--- config.mk ---
export PLATFORM = sky130hd
export DESIGN_NAME = mem_arbiter
export DESIGN_NICKNAME = d
export VERILOG_FILES = /design/src/rtl/mem_arbiter.sv
export SDC_FILE = /design/constraint.sdc
export NUM_CORES = 1
export LEC_CHECK = 0
export CORE_ASPECT_RATIO = 0.6
export CORE_MARGIN = 2
export CORE_UTILIZATION = 40
export DETAILED_ROUTE_END_ITERATION = 12
export PLACE_DENSITY = 0.87
export SLEW_MARGIN = 30
export SYNTH_ARGS = -nofsm -noshare
export SYNTH_HDL_FRONTEND = slang
export SYNTH_SLANG_ARGS = --single-unit
export TNS_END_PERCENT = 100
--- constraint.sdc ---
create_clock -name clk -period 1.8 [get_ports clk]
set_clock_uncertainty 0.05 [all_clocks]
set_input_delay 0.27 -clock clk [delete_from_list [all_inputs] [get_ports clk]]
set_output_delay 0.27 -clock clk [all_outputs]
set_load 0.005 [all_outputs]
--- src/rtl/mem_arbiter.sv ---
// mem_arbiter: shares one single-port unified memory between instruction fetch
// and the memory stage (load/store). One transaction is in flight at a time.
// Data accesses win ties. A streak counter bounds how many data grants in a
// row can pass a waiting fetch, so fetch always makes progress.
//
// Ports
//   clk, rst                 clock, synchronous active-high reset
//   if_req/if_addr           fetch request, held until if_valid
//   if_rdata/if_valid        fetched word and one-cycle completion pulse
//   stall_f                  fetch stage must hold
//   dm_req/dm_we/dm_addr/dm_wdata  load/store request, held until dm_valid
//   dm_rdata/dm_valid        load data and one-cycle completion pulse
//   stall_m                  memory stage must hold
//   mem_req/mem_we/mem_addr/mem_wdata  registered memory transaction
//   mem_ready/mem_rdata      memory completion handshake and read data
//
// state  | meaning
// IDLE   | free; grant decision made this cycle
// D_BUSY | data transaction on the memory port, waiting for mem_ready
// I_BUSY | fetch transaction on the memory port, waiting for mem_ready
// RESP   | owner's valid is high; no grant this cycle
module mem_arbiter #(
  parameter int ADDR_W       = 32,
  parameter int DATA_W       = 32,
  parameter int MAX_D_STREAK = 4
) (
  input  logic              clk,
  input  logic              rst,
  input  logic              if_req,
  input  logic [ADDR_W-1:0] if_addr,
  output logic [DATA_W-1:0] if_rdata,
  output logic              if_valid,
  output logic              stall_f,
  input  logic              dm_req,
  input  logic              dm_we,
  input  logic [ADDR_W-1:0] dm_addr,
  input  logic [DATA_W-1:0] dm_wdata,
  output logic [DATA_W-1:0] dm_rdata,
  output logic              dm_valid,
  output logic              stall_m,
  output logic              mem_req,
  output logic              mem_we,
  output logic [ADDR_W-1:0] mem_addr,
  output logic [DATA_W-1:0] mem_wdata,
  input  logic              mem_ready,
  input  logic [DATA_W-1:0] mem_rdata
);

  localparam int SW = $clog2(MAX_D_STREAK + 1);
  localparam logic [SW-1:0] STREAK_MAX = SW'(MAX_D_STREAK);

  typedef enum logic [1:0] {IDLE, D_BUSY, I_BUSY, RESP} state_t;

  state_t        state;
  logic [SW-1:0] streak;
  logic          d_win;
  logic          i_win;

  // Once streak reaches the limit, a pending fetch beats a pending data access.
  assign d_win = dm_req && (!if_req || (streak < STREAK_MAX));
  assign i_win = !d_win && if_req;

  assign stall_f = if_req && !if_valid;
  assign stall_m = dm_req && !dm_valid;

  always_ff @(posedge clk) begin
    if (rst) begin
      state     <= IDLE;
      streak    <= '0;
      mem_req   <= 1'b0;
      mem_we    <= 1'b0;
      mem_addr  <= '0;
      mem_wdata <= '0;
      if_valid  <= 1'b0;
      dm_valid  <= 1'b0;
      if_rdata  <= '0;
      dm_rdata  <= '0;
    end else begin
      // valids are single-cycle pulses; they are raised only on completion
      if_valid <= 1'b0;
      dm_valid <= 1'b0;
      case (state)
        IDLE: begin
          if (d_win) begin
            mem_req   <= 1'b1;
            mem_we    <= dm_we;
            mem_addr  <= dm_addr;
            mem_wdata <= dm_wdata;
            streak    <= if_req ? streak + 1'b1 : '0;
            state     <= D_BUSY;
          end else if (i_win) begin
            mem_req  <= 1'b1;
            mem_we   <= 1'b0;
            mem_addr <= if_addr;
            streak   <= '0;
            state    <= I_BUSY;
          end
        end
        D_BUSY: begin
          if (mem_ready) begin
            dm_rdata <= mem_rdata;
            dm_valid <= 1'b1;
            mem_req  <= 1'b0;
            state    <= RESP;
          end
        end
        I_BUSY: begin
          if (mem_ready) begin
            if_rdata <= mem_rdata;
            if_valid <= 1'b1;
            mem_req  <= 1'b0;
            state    <= RESP;
          end
        end
        RESP: begin
          state <= IDLE;
        end
        default: begin
          state <= IDLE;
        end
      endcase
    end
  end

endmodule

==> metrics.md <==
| Metric | Value |
|---|---|
| Die height | 94.3 µm |
| Yosys Warn Count | 0 |
| Clock power frac | 31.7% |
| Final slew viol count | 0 |
| Initial Util | 41.7% |
| Avg Inst Size Synth | 8.30 µm² |
| Status | finished clean |
| Routed vias | 5,506 |
| Relative slew slack | 64.8% |
| Worst slack, placed | -0.134 ns |
| GR met2 Demand/Resource | 39.8% |
| Pwr dens | 1270 nW/µm² |
| Top cell type's share of synthesized area | 50.4% |
| Drt drc | 0 |
| Avg WL per Cell | 16.2 µm |
| Syn Nets | 795 |
| Routed Antenna Nets | 0 |
| Clk_lat worst skew | 0.39 ns |
| Vias in the first global route | 5,380 |
| Gp weighted congestion | 0.815 |
| Cts-stage hold buffer count | 0 |
| Setup CP Type | primary input to output pin |
| Sw frac | 30.9% |
| P&R area growth vs syn | 65.2% |
| 1st-iter DRT viols | 250 |
| Crit path launch type | primary input |
| Cell mode on critical path | clkdlybuf4s50_1 |
| Die X | 155 µm |
| Hold/Removal Path Class | primary input to flop |
| Clock buffer depth | 2 |
| Crit path max-delay cell type | clkdlybuf4s50_1 |
| Setup WS post-layout | 0.0441 ns |
| Clk slew on worst S/H paths | 0.06 ns |
| Hpwl dp | 12,300 µm |
| Synth Instances | 655 |
| Netlist Area Pre-Place | 5440 µm² |
| Seq cells post-synth | 137 |
| Largest net degree at the start of global routing | 91 |
| Synth unique cells | 29 |
| CTS sink count | 137 |
| Post-route cell area | 8980 µm² |
| Synth area leader | dfxtp_1 |
| Ratio of routed vias to standard cells | 5.05 |
| CP Capture Type | output pin |
| CTS tree | yes |
| Max FO, Critical Path | 3 |
| Gr busiest metal | met2 |
| Seq/Total Area, Yosys | 50.4% |
| CORE AREA | 13,100 µm² |
| Post-layout min period | 1.76 ns |
| Initial antenna violation count | 0 |
| Drt pass-1 iters | 5 |
| Met1 Usage GRT | 29.3% |
| Critical Path AT | 1.44 ns |
| Number of port buffers | 267 |
| RSZ-0062 raised after global routing | no |
| Htree depth | 4 |
| Worst slew pin tran | 0.528 ns |
| FP Rows | 32 |
| Fin Hold WS | 0.361 ns |
| Worst Path Required | 1.48 ns |
| Final hold violation count | 0 |
| Delay-heaviest family, CP | buffers and inverters |
| Most frequent cells in the layout | 265 x clkdlybuf4s50_1, 164 x nand2_1, 137 x dfxtp_1 |
| Nets | 1,048 |
| Layout cells sized above 1 | 9.66% |
| Routed WL | 17,700 µm |
| Cell-internal power | 7.88 mW |
| Root Buffer | clkbuf_16 |
| Tot GR Track Use | 23.9% |
| Comb pwr share | 34.3% |
| Critical path cell sequence | clkdlybuf4s50_1, nor2b_1, clkdlybuf4s50_1 |
| VDD IR max | 0.000703 V |
| Ant diodes | 0 |
| Global routing usage on met3 | 9.46% |
| Post-placement cell area | 8370 µm² |
| Sequential Power Share | 34.0% |
| Final setup fails | 0 |
| Period utilization | 97.5% |
| Max_cap viols | 0 |
| Fillers | 1,032 |
| P_sw | 3.52 mW |
| Global route overflow | 0 |
| Fmax | 570 MHz |
| Synth area leaders | dfxtp_1 50%, a21oi_1 12%, nand2_1 11% |
| First-pass GRT wire length | 27,600 µm |
| Commonest non-fill, non-tap cell in the layout | clkdlybuf4s50_1 |
| Buf/Inv on CP | 2 |
| Leakage power | 3.24 nW |
| # IOs | 268 |
| Worst path max stage delay | 0.52 ns |
| CTS buffer count | 17 |
| Die ar. | 14,600 µm² |
-- timing repair --
action	CTS	global route
resized for setup	1	0
endpoints found under the setup margin	1	0
buffers inserted	0	0
-- routing by layer --
metal  routed length, µm  up-vias
met4                 129        0
li1                    -     2724
met5                   0        -
met3                1650       10
met1                7730     2572
met2                8140      200
-- registers in the layout, indices dropped and copies added, names as in the netlist --
| signal | count |
|---|---|
| streak | 3 |
| state | 2 |
| mem_req | 1 |
| if_rdata | 32 |
| mem_we | 1 |
| dm_rdata | 32 |
| dm_valid | 1 |
| if_valid | 1 |
| mem_wdata | 32 |
| mem_addr | 32 |
-- cell type report --
class                   instances  area [µm²]  share of cell area (%)
flip-flops and latches        137        2740                    30.5
multi-input cells             460        2410                    26.8
well taps                     170         213                    2.37
inverters                       2        7.51                  0.0836
clock inverters                14         189                    2.10
repair buffers                290        2990                    33.3
clock buffers                  18         429                    4.78
-- power groups by stage --
stage,combinational (mW),clock (mW),sequential [mW]
after global routing,4.26,3.83,3.93
after global placement,3.83,0,3.91
after CTS,3.94,3.68,3.87
after floorplan,1.84,0,3.96
final,3.91,3.62,3.87
after detailed placement,3.92,0,3.93
-- worst paths after layout --
| path | from | endpoint | slack (ns) | cells after the start |
|---|---|---|---|---|
| max | dm_req | stall_m | 0.04 | 3 |
| min reg2reg | if_rdata[26] | if_rdata[26] | 0.40 | 2 |
| min | rst | dm_valid | 0.36 | 3 |
| max reg2reg | state[0] | state[1] | 0.16 | 5 |
-- cells by family (layout without fill, tap and decap cells) --
family | count (synthesis) | in the layout | share of synthesized area, %
AOI/OAI and AO/OA | 206 | 206 | 24.2
adders and majority gates | 6 | 6 | 1.38
buffers and inverters | 58 | 324 | 5.22
DFF | 137 | 137 | 50.4
muxes | 2 | 2 | 0.368
and+or+nand+nor | 246 | 246 | 18.4
-- synthesized netlist by cell type, drive strengths merged --
library cell / count
a21oi: 130
or3: 1
nand2: 164
a32oi: 1
and4b: 1
mux2i: 2
nor2: 40
a2111o: 1
a22oi: 2
a21bo: 1
nor3b: 1
o31ai: 1
inv: 2
ha: 6
o21ai: 34
a211oi: 33
nor2b: 3
clkbuf: 28
o21a: 2
a21boi: 1
dfxtp: 137
and2: 4
nand3: 32
buf: 28
-- per-stage QoR --
stage	total power [mW]	cells	util, %	TNS (ns)
finish	11.4	1091	68.8	0
detailed placement	7.85	1059	64.1	-4.12
floorplan	5.80	655	-	0
CTS	11.5	1091	68.8	0
global route	12.0	1091	68.8	0
global placement	7.74	1059	64.1	-0.786
-- tightest hold or removal path, stage by stage --
cell and delay (ns):
buf_4 0.12, buf_12 0.24, nor2_1 0.13
Note: power is estimated with default switching activity, not from simulation.
